[config.mk]
export PLATFORM = sky130hd
export DESIGN_NAME = control_unit_6_bit
export DESIGN_NICKNAME = d
export VERILOG_FILES = /design/src/rtl/cpu6_pkg.sv /design/src/rtl/control_fetch_timer.sv /design/src/rtl/control_unit_6_bit.sv
export SDC_FILE = /design/constraint.sdc
export NUM_CORES = 1
export LEC_CHECK = 0
export CAP_MARGIN = 20
export CORE_MARGIN = 1.5
export CORE_UTILIZATION = 25
export DETAILED_ROUTE_END_ITERATION = 10
export PLACE_DENSITY = 0.52
export REMOVE_ABC_BUFFERS = 1
export SYNTH_ARGS = -nofsm -noshare
export SYNTH_HDL_FRONTEND = slang
export SYNTH_SLANG_ARGS = --single-unit
[constraint.sdc]
create_clock -name clk -period 3.1 [get_ports clk]
set_clock_uncertainty 0.1 [all_clocks]
set_input_delay 0.31 -clock clk [delete_from_list [all_inputs] [get_ports clk]]
set_output_delay 0.31 -clock clk [all_outputs]
set_load 0.02 [all_outputs]
[src/rtl/cpu6_pkg.sv]
`default_nettype none
// ============================================================================
//  Module      : cpu6_pkg
//  Description : Shared encodings for the 6-bit CPU control path: opcodes,
//                controller states, bus mux selects and the EXEC-cycle
//                strobe decode used by the control unit.
//  Revision    : 1.0 - initial release
// ============================================================================
package cpu6_pkg;

    // Opcode field, instr[5:3]
    localparam logic [2:0] OP_NOP = 3'b000;
    localparam logic [2:0] OP_LDI = 3'b001;
    localparam logic [2:0] OP_LDR = 3'b010;
    localparam logic [2:0] OP_ADD = 3'b011;
    localparam logic [2:0] OP_SUB = 3'b100;
    localparam logic [2:0] OP_JMP = 3'b101;
    localparam logic [2:0] OP_JZ  = 3'b110;
    localparam logic [2:0] OP_HLT = 3'b111;

    // Downstream 4:1 bus mux selects
    localparam logic [1:0] BUS_ALU = 2'b00;
    localparam logic [1:0] BUS_REG = 2'b01;
    localparam logic [1:0] BUS_IMM = 2'b10;
    localparam logic [1:0] BUS_MEM = 2'b11;

    // Controller state encodings
    localparam logic [2:0] S_FETCH  = 3'd0;
    localparam logic [2:0] S_DECODE = 3'd1;
    localparam logic [2:0] S_EXEC   = 3'd2;
    localparam logic [2:0] S_HALT   = 3'd3;
    localparam logic [2:0] S_FAULT  = 3'd4;

    typedef enum logic [2:0] {
        ST_FETCH  = S_FETCH,
        ST_DECODE = S_DECODE,
        ST_EXEC   = S_EXEC,
        ST_HALT   = S_HALT,
        ST_FAULT  = S_FAULT
    } state_t;

    // Strobes the EXEC cycle can raise
    typedef struct packed {
        logic [1:0] bus_sel;
        logic       pc_load;
        logic       acc_load;
        logic       flags_load;
        logic       alu_op;
    } exec_ctrl_t;

    // Per-opcode EXEC strobes; JZ only jumps when the zero flag is set.
    // NOP and HLT raise nothing (HLT never reaches EXEC anyway).
    function automatic exec_ctrl_t exec_decode(input logic [2:0] op,
                                               input logic       zf);
        exec_ctrl_t c;
        c = '0;
        c.bus_sel = BUS_ALU;
        case (op)
            OP_LDI: begin
                c.bus_sel  = BUS_IMM;
                c.acc_load = 1'b1;
            end
            OP_LDR: begin
                c.bus_sel  = BUS_REG;
                c.acc_load = 1'b1;
            end
            OP_ADD: begin
                c.bus_sel    = BUS_ALU;
                c.alu_op     = 1'b0;
                c.acc_load   = 1'b1;
                c.flags_load = 1'b1;
            end
            OP_SUB: begin
                c.bus_sel    = BUS_ALU;
                c.alu_op     = 1'b1;
                c.acc_load   = 1'b1;
                c.flags_load = 1'b1;
            end
            OP_JMP: begin
                c.bus_sel = BUS_IMM;
                c.pc_load = 1'b1;
            end
            OP_JZ: begin
                if (zf) begin
                    c.bus_sel = BUS_IMM;
                    c.pc_load = 1'b1;
                end
            end
            default: begin
                c = '0;
            end
        endcase
        return c;
    endfunction

endpackage
`default_nettype wire

[src/rtl/control_fetch_timer.sv]
`default_nettype none
// ============================================================================
//  Module      : control_fetch_timer
//  Description : Counts consecutive FETCH cycles without memory data and
//                flags when the count has reached TIMEOUT-1, i.e. the current
//                cycle is the last one allowed before a fault.
//  Revision    : 1.0 - initial release
// ============================================================================
module control_fetch_timer #(
    parameter int TIMEOUT = 15
) (
    input  logic clk,
    input  logic rst,
    input  logic clear,
    input  logic enable,
    output logic expired
);

    localparam logic [5:0] C_LIMIT = 6'(TIMEOUT - 1);

    logic [5:0] r_count;

    // Wait counter: clear has priority so a completed fetch restarts from 0
    always_ff @(posedge clk) begin
        if (rst) begin
            r_count <= 6'd0;
        end else if (clear) begin
            r_count <= 6'd0;
        end else if (enable) begin
            r_count <= r_count + 6'd1;
        end
    end

    // Expired while the counter sits on the final permitted wait cycle
    always_comb begin
        expired = (r_count == C_LIMIT);
    end

endmodule
`default_nettype wire

[src/rtl/control_unit_6_bit.sv]
`default_nettype none
// ============================================================================
//  Module      : control_unit_6_bit
//  Description : Multi-cycle controller for a 6-bit accumulator CPU.
//                FETCH -> DECODE -> EXEC loop with a bounded fetch wait,
//                sticky HALT and FAULT states, and a retired-instruction
//                counter.
//  Revision    : 1.0 - initial release
// ============================================================================
module control_unit_6_bit
    import cpu6_pkg::*;
#(
    parameter int FETCH_TIMEOUT = 15
) (
    input  logic       clk,
    input  logic       rst,
    input  logic [5:0] instr,
    input  logic       mem_ready,
    input  logic       zero_flag,
    output logic [1:0] bus_sel,
    output logic       mem_req,
    output logic       ir_load,
    output logic       pc_inc,
    output logic       pc_load,
    output logic       acc_load,
    output logic       flags_load,
    output logic       alu_op,
    output logic [2:0] reg_addr,
    output logic       halted,
    output logic       fault,
    output logic [5:0] instr_count
);

    state_t     r_state;
    state_t     w_next;
    logic [5:0] r_ir;
    logic [5:0] r_instr_count;
    logic       w_in_fetch;
    logic       w_timer_clear;
    logic       w_timer_enable;
    logic       w_timer_expired;
    exec_ctrl_t w_exec;

    // Timer runs only while FETCH is stalled; anything else zeroes it
    always_comb begin
        w_in_fetch     = (r_state == ST_FETCH);
        w_timer_enable = w_in_fetch & ~mem_ready;
        w_timer_clear  = ~w_in_fetch | mem_ready;
    end

    control_fetch_timer #(
        .TIMEOUT (FETCH_TIMEOUT)
    ) u_fetch_timer (
        .clk     (clk),
        .rst     (rst),
        .clear   (w_timer_clear),
        .enable  (w_timer_enable),
        .expired (w_timer_expired)
    );

    // Next-state logic; a ready fetch beats the timeout in the same cycle
    always_comb begin
        w_next = r_state;
        case (r_state)
            ST_FETCH: begin
                if (mem_ready) begin
                    w_next = ST_DECODE;
                end else if (w_timer_expired) begin
                    w_next = ST_FAULT;
                end
            end
            ST_DECODE: begin
                w_next = (r_ir[5:3] == OP_HLT) ? ST_HALT : ST_EXEC;
            end
            ST_EXEC: begin
                w_next = ST_FETCH;
            end
            ST_HALT: begin
                w_next = ST_HALT;
            end
            ST_FAULT: begin
                w_next = ST_FAULT;
            end
            default: begin
                w_next = ST_FAULT;
            end
        endcase
    end

    // State register
    always_ff @(posedge clk) begin
        if (rst) begin
            r_state <= ST_FETCH;
        end else begin
            r_state <= w_next;
        end
    end

    // Instruction register captures the bus when a fetch completes
    always_ff @(posedge clk) begin
        if (rst) begin
            r_ir <= 6'd0;
        end else if (w_in_fetch && mem_ready) begin
            r_ir <= instr;
        end
    end

    // Retired counter: every EXEC cycle returns to FETCH, so count on EXEC
    always_ff @(posedge clk) begin
        if (rst) begin
            r_instr_count <= 6'd0;
        end else if (r_state == ST_EXEC) begin
            r_instr_count <= r_instr_count + 6'd1;
        end
    end

    // Opcode strobes for the EXEC cycle, zero flag sampled live
    always_comb begin
        w_exec = exec_decode(r_ir[5:3], zero_flag);
    end

    // Output decode: everything quiet unless FETCH or EXEC says otherwise
    always_comb begin
        bus_sel     = BUS_ALU;
        mem_req     = 1'b0;
        ir_load     = 1'b0;
        pc_inc      = 1'b0;
        pc_load     = 1'b0;
        acc_load    = 1'b0;
        flags_load  = 1'b0;
        alu_op      = 1'b0;
        reg_addr    = r_ir[2:0];
        halted      = (r_state == ST_HALT);
        fault       = (r_state == ST_FAULT);
        instr_count = r_instr_count;
        case (r_state)
            ST_FETCH: begin
                mem_req = 1'b1;
                bus_sel = BUS_MEM;
                ir_load = mem_ready;
                pc_inc  = mem_ready;
            end
            ST_EXEC: begin
                bus_sel    = w_exec.bus_sel;
                pc_load    = w_exec.pc_load;
                acc_load   = w_exec.acc_load;
                flags_load = w_exec.flags_load;
                alu_op     = w_exec.alu_op;
            end
            default: begin
                bus_sel = BUS_ALU;
            end
        endcase
    end

endmodule
`default_nettype wire

---- Word level (Yosys, flattened, before mapping) ----
Index checks and enable logic that the tools add are counted.
cells by class
  $add $sub $neg .......................... 2
  equality and inequality tests ........... 13
  muxes and demuxes ....................... 16
  bitwise logic cells ..................... 4
  reductions and logical operators ........ 5
operators with widths
  operator                                                               number
  3-bit equality test, second input constant                             5
  6-bit by 1-bit adder with 6-bit output, second input constant          2
  3-bit by 2-bit equality test with 1-bit output, second input constant  4
  3-bit one-hot mux with 4 select lines                                  1
  3-bit 2-to-1 mux                                                       3
  1-bit 2-to-1 mux                                                       8
  2-bit one-hot mux with 2 select lines                                  2
  3-bit by 1-bit equality test with 1-bit output, second input constant  2
  6-bit by 4-bit equality test with 1-bit output, second input constant  1
  2-bit one-hot mux with 3 select lines                                  1
  2-bit OR reduction                                                     2
  4-bit OR reduction                                                     1
  3-bit logical NOT                                                      1
  3-bit by 2-bit != test with 1-bit output, second input constant        1
  1-bit inverter                                                         2
  1-bit one-hot mux with 2 select lines                                  1
  1-bit bitwise AND                                                      1
  1-bit logical AND                                                      1
  1-bit OR                                                               1
storage, ports and cells
  register bits after elaboration ......... 21
  input bits .............................. 10
  output and inout bits ................... 20
  logic and storage cells ................. 44

---- Depth between registers and ports, before layout ----
  depth after elaboration ................. 4
  gate-level depth with buffers ........... 5
  gate-level depth less buffers ........... 5

---- By module ----
A second synthesis with hierarchy kept.
second synthesis, totals
  cell total of the unflattened synthesis .. 123
  area, all modules ....................... 1139.8 µm²
by module, submodules not included
  module               times used  cells an instance  area an instance (µm²)  seq. area each (µm²)
  control_unit_6_bit   1           93                 864.6                   300.3
  control_fetch_timer  1           30                 275.3                   120.1

---- Worst setup path before layout ----
No wires, ideal clock.
  kind .................................... flip-flop to output port
  start point ............................. register r_ir[3]
  end point ............................... output bus_sel[1]
  arrival time ............................ 1.338 ns
  data required time ...................... 2.690 ns
  slack ................................... 1.352 ns
  cell stages (with the launch flop) ...... 6
  path buffers ............................ 0
  cells stage by stage .................... dfxtp_1 > inv_1 > ha_1 > a31o_2 > nand2_1 > a211oi_1
on the way
  word-level cells in the longest chain between the ends .. 4
  elaborated cells on any way between the ends .. 7
  those cells by class .................... eq/ne: 4; mux: 2; reduce/logical: 1
RTL lines
  element                                                                                       line                       text
  start: declaration                                                                            control_unit_6_bit.sv:36   logic [5:0] r_ir;
  start signal: assignment                                                                      control_unit_6_bit.sv:104  r_ir <= instr;
  3-bit equality test / 3-bit by 1-bit equality test with 1-bit output (equally long branches)  cpu6_pkg.sv:58             case (op)
  2-bit OR reduction (no source line)                                                           n/a
  2-bit one-hot mux with 3 select lines (*)                                                     cpu6_pkg.sv:58
  2-bit one-hot mux with 2 select lines (*)                                                     control_unit_6_bit.sv:136  case (r_state)
  end: declaration                                                                              control_unit_6_bit.sv:20   output logic [1:0] bus_sel,
Mark *: on every way between the ends. The rest lies on a longest branch, timed or not.

---- Worst setup path after layout ----
  start point ............................. register r_state[1]
  end point ............................... output pc_load
on the way
  word-level cells in the longest chain between the ends .. 2
RTL lines
  element                                         line                       text
  start: declaration                              control_unit_6_bit.sv:34   state_t r_state;
  start signal: assignment                        control_unit_6_bit.sv:95   r_state <= w_next;
  3-bit by 2-bit equality test with 1-bit output  control_unit_6_bit.sv:136
  1-bit 2-to-1 mux                                control_unit_6_bit.sv:136
  end: declaration                                control_unit_6_bit.sv:24   output logic pc_load,
Every way passes these cells.

==> impl_metrics.ini <==
[timing]
finalHoldViolations = 0
tightest_slew_ps = 634
relSlewSlack_pct = 57.6
min_period_over_period_pct = 80.2
rsz0062_at_grt = false
timing.hold.ws_ps = 389
timing.fmax_mhz = 402
tns_ps = 0
final-setup-viol-count = 0
drv_slew = 0
fin_crit_ps = 2490
fin_ws_ps = 614

[grt]
gr-total-overflow = 0
grt_max_degree = 18
grt_pass1_wl_mm = 3.55
antenna_found_initial = 0
gr-usage-all-layers_pct = 10.2
grt_pass1_vias = 838

[setup_path]
critPathRequiredTime_ps = 2690
crit_arrival_ps = 2080
cp_max_fo = 11
r2r_cells = 3
path_class = reg -> out
worst_setup_path_end_kind = output port
setup.worst_path.start_class = flop
critPathLaunch = r_state[1]$_SDFFE_PP0P_
r2r_end = instr_count[5]$_SDFFE_PP0P_
reg2reg_slack_ps = 1220
timing.rr.start = r_state[1]$_SDFFE_PP0P_

[place]
gp_congestion = 0.694
port_buffers = 29
placed_cells = 188
place_ws_ps = 818
hpwl_mm = 1.64
placed_area_mm2 = 0.00135

[clock_network]
holdBufCountCts = 0
numCtsBuffers = 3
postCtsSetupRepairBufs = 0
clockRootBuffer = clkbuf_8
clk_latency_ps = 250
clockBufferDepth = 2
cts.sinks = 21
cts_resized = 0
clkTransAtPathRegs_ps = 80
cts_tree = built
cts-htree-levels = 1

[die]
num_io_pins = 30
rows = 23
die_x_um = 67.4
core_area_mm2 = 0.00400
dieArea_mm2 = 0.00454
die_h_um = 67.4
initial_core_util_pct = 25.9

[route]
drtPass1Iterations = 3
wl_per_cell_um = 11.3
finalWirelength_mm = 2.16
drc = 0
vias = 873
viasPerCell = 4.55
antenna_left = 0
drt_iter0_drc = 12

[pwr]
p_leak_uw = 0.000519
ir_drop_uv = 159
cellPowerDensity_mw_per_mm2 = 398

[layout]
final_cell_mix = clkdlybuf4s50_1, dfxtp_1, nor2_1, nand2_1, ha_1
stdcell_area_mm2 = 0.00139
syn_to_final_growth_pct = 34.1
num-nets-final = 160
final_common_cell = clkdlybuf4s50_1
fin_cells = 192
layout-drive-gt1-share_pct = 5.63
diodes = 0

[run_status]
outcome = finished clean

[worst_hold_path]
min_path_type = reg -> reg
hp-start = u_fetch_timer.r_count[5]$_SDFFE_PP0P_
hold_depth = 2
hold_end = u_fetch_timer.r_count[5]$_SDFFE_PP0P_

[synthesis]
synth_top_cell_by_area = dfxtp_1
netlist_area_mm2 = 0.00104
synth_top_area_share_pct = 40.5
syn_inst = 119
synthDistinctLibCells = 33
synth_seq_cells = 21
yosysWarnings = 0
syn_avg_cell_area_um2 = 8.72
synthTopCellsByArea = dfxtp_1, ha_1, nor2_1
ys_seq_area_share_pct = 40.5

[job]
drv_cap = 0
## power breakdown
group / switching, µW / internal [µW]
Clock: 85.2 / 89.3
Combinational: 42.3 / 47.0
Sequential: 11.8 / 279
## layer usage
layer,wire length [µm],GRT usage [%]
met3,129,3.00
met4,18,3.83
met5,0,0
met1,994,12.5
met2,1020,16.8
## cell type report
type | instances | area (µm²)
timing repair buffer | 30 | 298
multi-input combinational | 83 | 549
inverter | 4 | 15.0
fill | 419 | 2610
clock inverter | 1 | 5.00
clock buffer | 3 | 41.3
sequential | 21 | 420
tap | 50 | 62.6
## worst max-delay path by stage
stage / to / cells past startpoint
2_1_floorplan: r_ir[0]$_SDFFE_PP0P_ / 3
3_3_place_gp: bus_sel[1] / 5
3_5_place_dp: ir_load / 4
4_1_cts: pc_load / 3
5_1_grt: pc_load / 3
6_report: pc_load / 3
## sequential cells by signal (all words and copies together), names as in the netlist
register               cells
instr_count                6
r_ir                       6
r_state                    3
u_fetch_timer.r_count      6
## cells by family (layout without fill, tap and decap cells)
group           after synthesis  in the layout  synth area share (%)
compound gates               15             15                  9.17
xor+xnor                      5              5                  4.22
fa+ha+maj                     7              7                  8.44
buf+inv                      15             38                  7.12
flops                        21             21                  40.5
mux                           7              7                  6.88
simple gates                 49             49                  23.6
## synth_stat cells
| cell | instances |
|---|---|
| or3b_1 | 1 |
| mux2i_1 | 6 |
| nor3_1 | 5 |
| nand2b_1 | 2 |
| a22oi_1 | 1 |
| xor2_1 | 2 |
| nor4b_1 | 1 |
| buf_2 | 1 |
| a31o_2 | 1 |
| nand2_1 | 8 |
| and3_1 | 3 |
| nor4bb_1 | 1 |
| dfxtp_1 | 21 |
| or3_1 | 2 |
| o21ai_0 | 3 |
| nor3b_1 | 2 |
| nor2b_1 | 1 |
| ha_1 | 7 |
| nand3_1 | 4 |
| a211oi_1 | 2 |
| mux2_2 | 1 |
| o32ai_1 | 1 |
| and2_1 | 1 |
| xnor2_1 | 3 |
| inv_1 | 4 |
| clkbuf_2 | 1 |
| a21oi_1 | 5 |
| or4_1 | 1 |
| clkbuf_1 | 5 |
| buf_4 | 4 |
| o31ai_1 | 1 |
| nor2_1 | 17 |
| a21o_1 | 1 |
## through the flow
| step | util [%] | total power [µW] |
|---|---|---|
| 5_1_grt | 34.8 | 583 |
| 6_report | 34.8 | 554 |
| 3_5_place_dp | 33.6 | 387 |
| 4_1_cts | 34.8 | 562 |
| 2_1_floorplan | - | 341 |
| 3_3_place_gp | 33.6 | 386 |
## worst max-delay path, stage by stage (launching register included)
cell and delay [ps]:
dfxtp_1 530, nor3b_1 460, and3_1 230, clkdlybuf4s50_1 600
(Power assumes the default switching activity.)
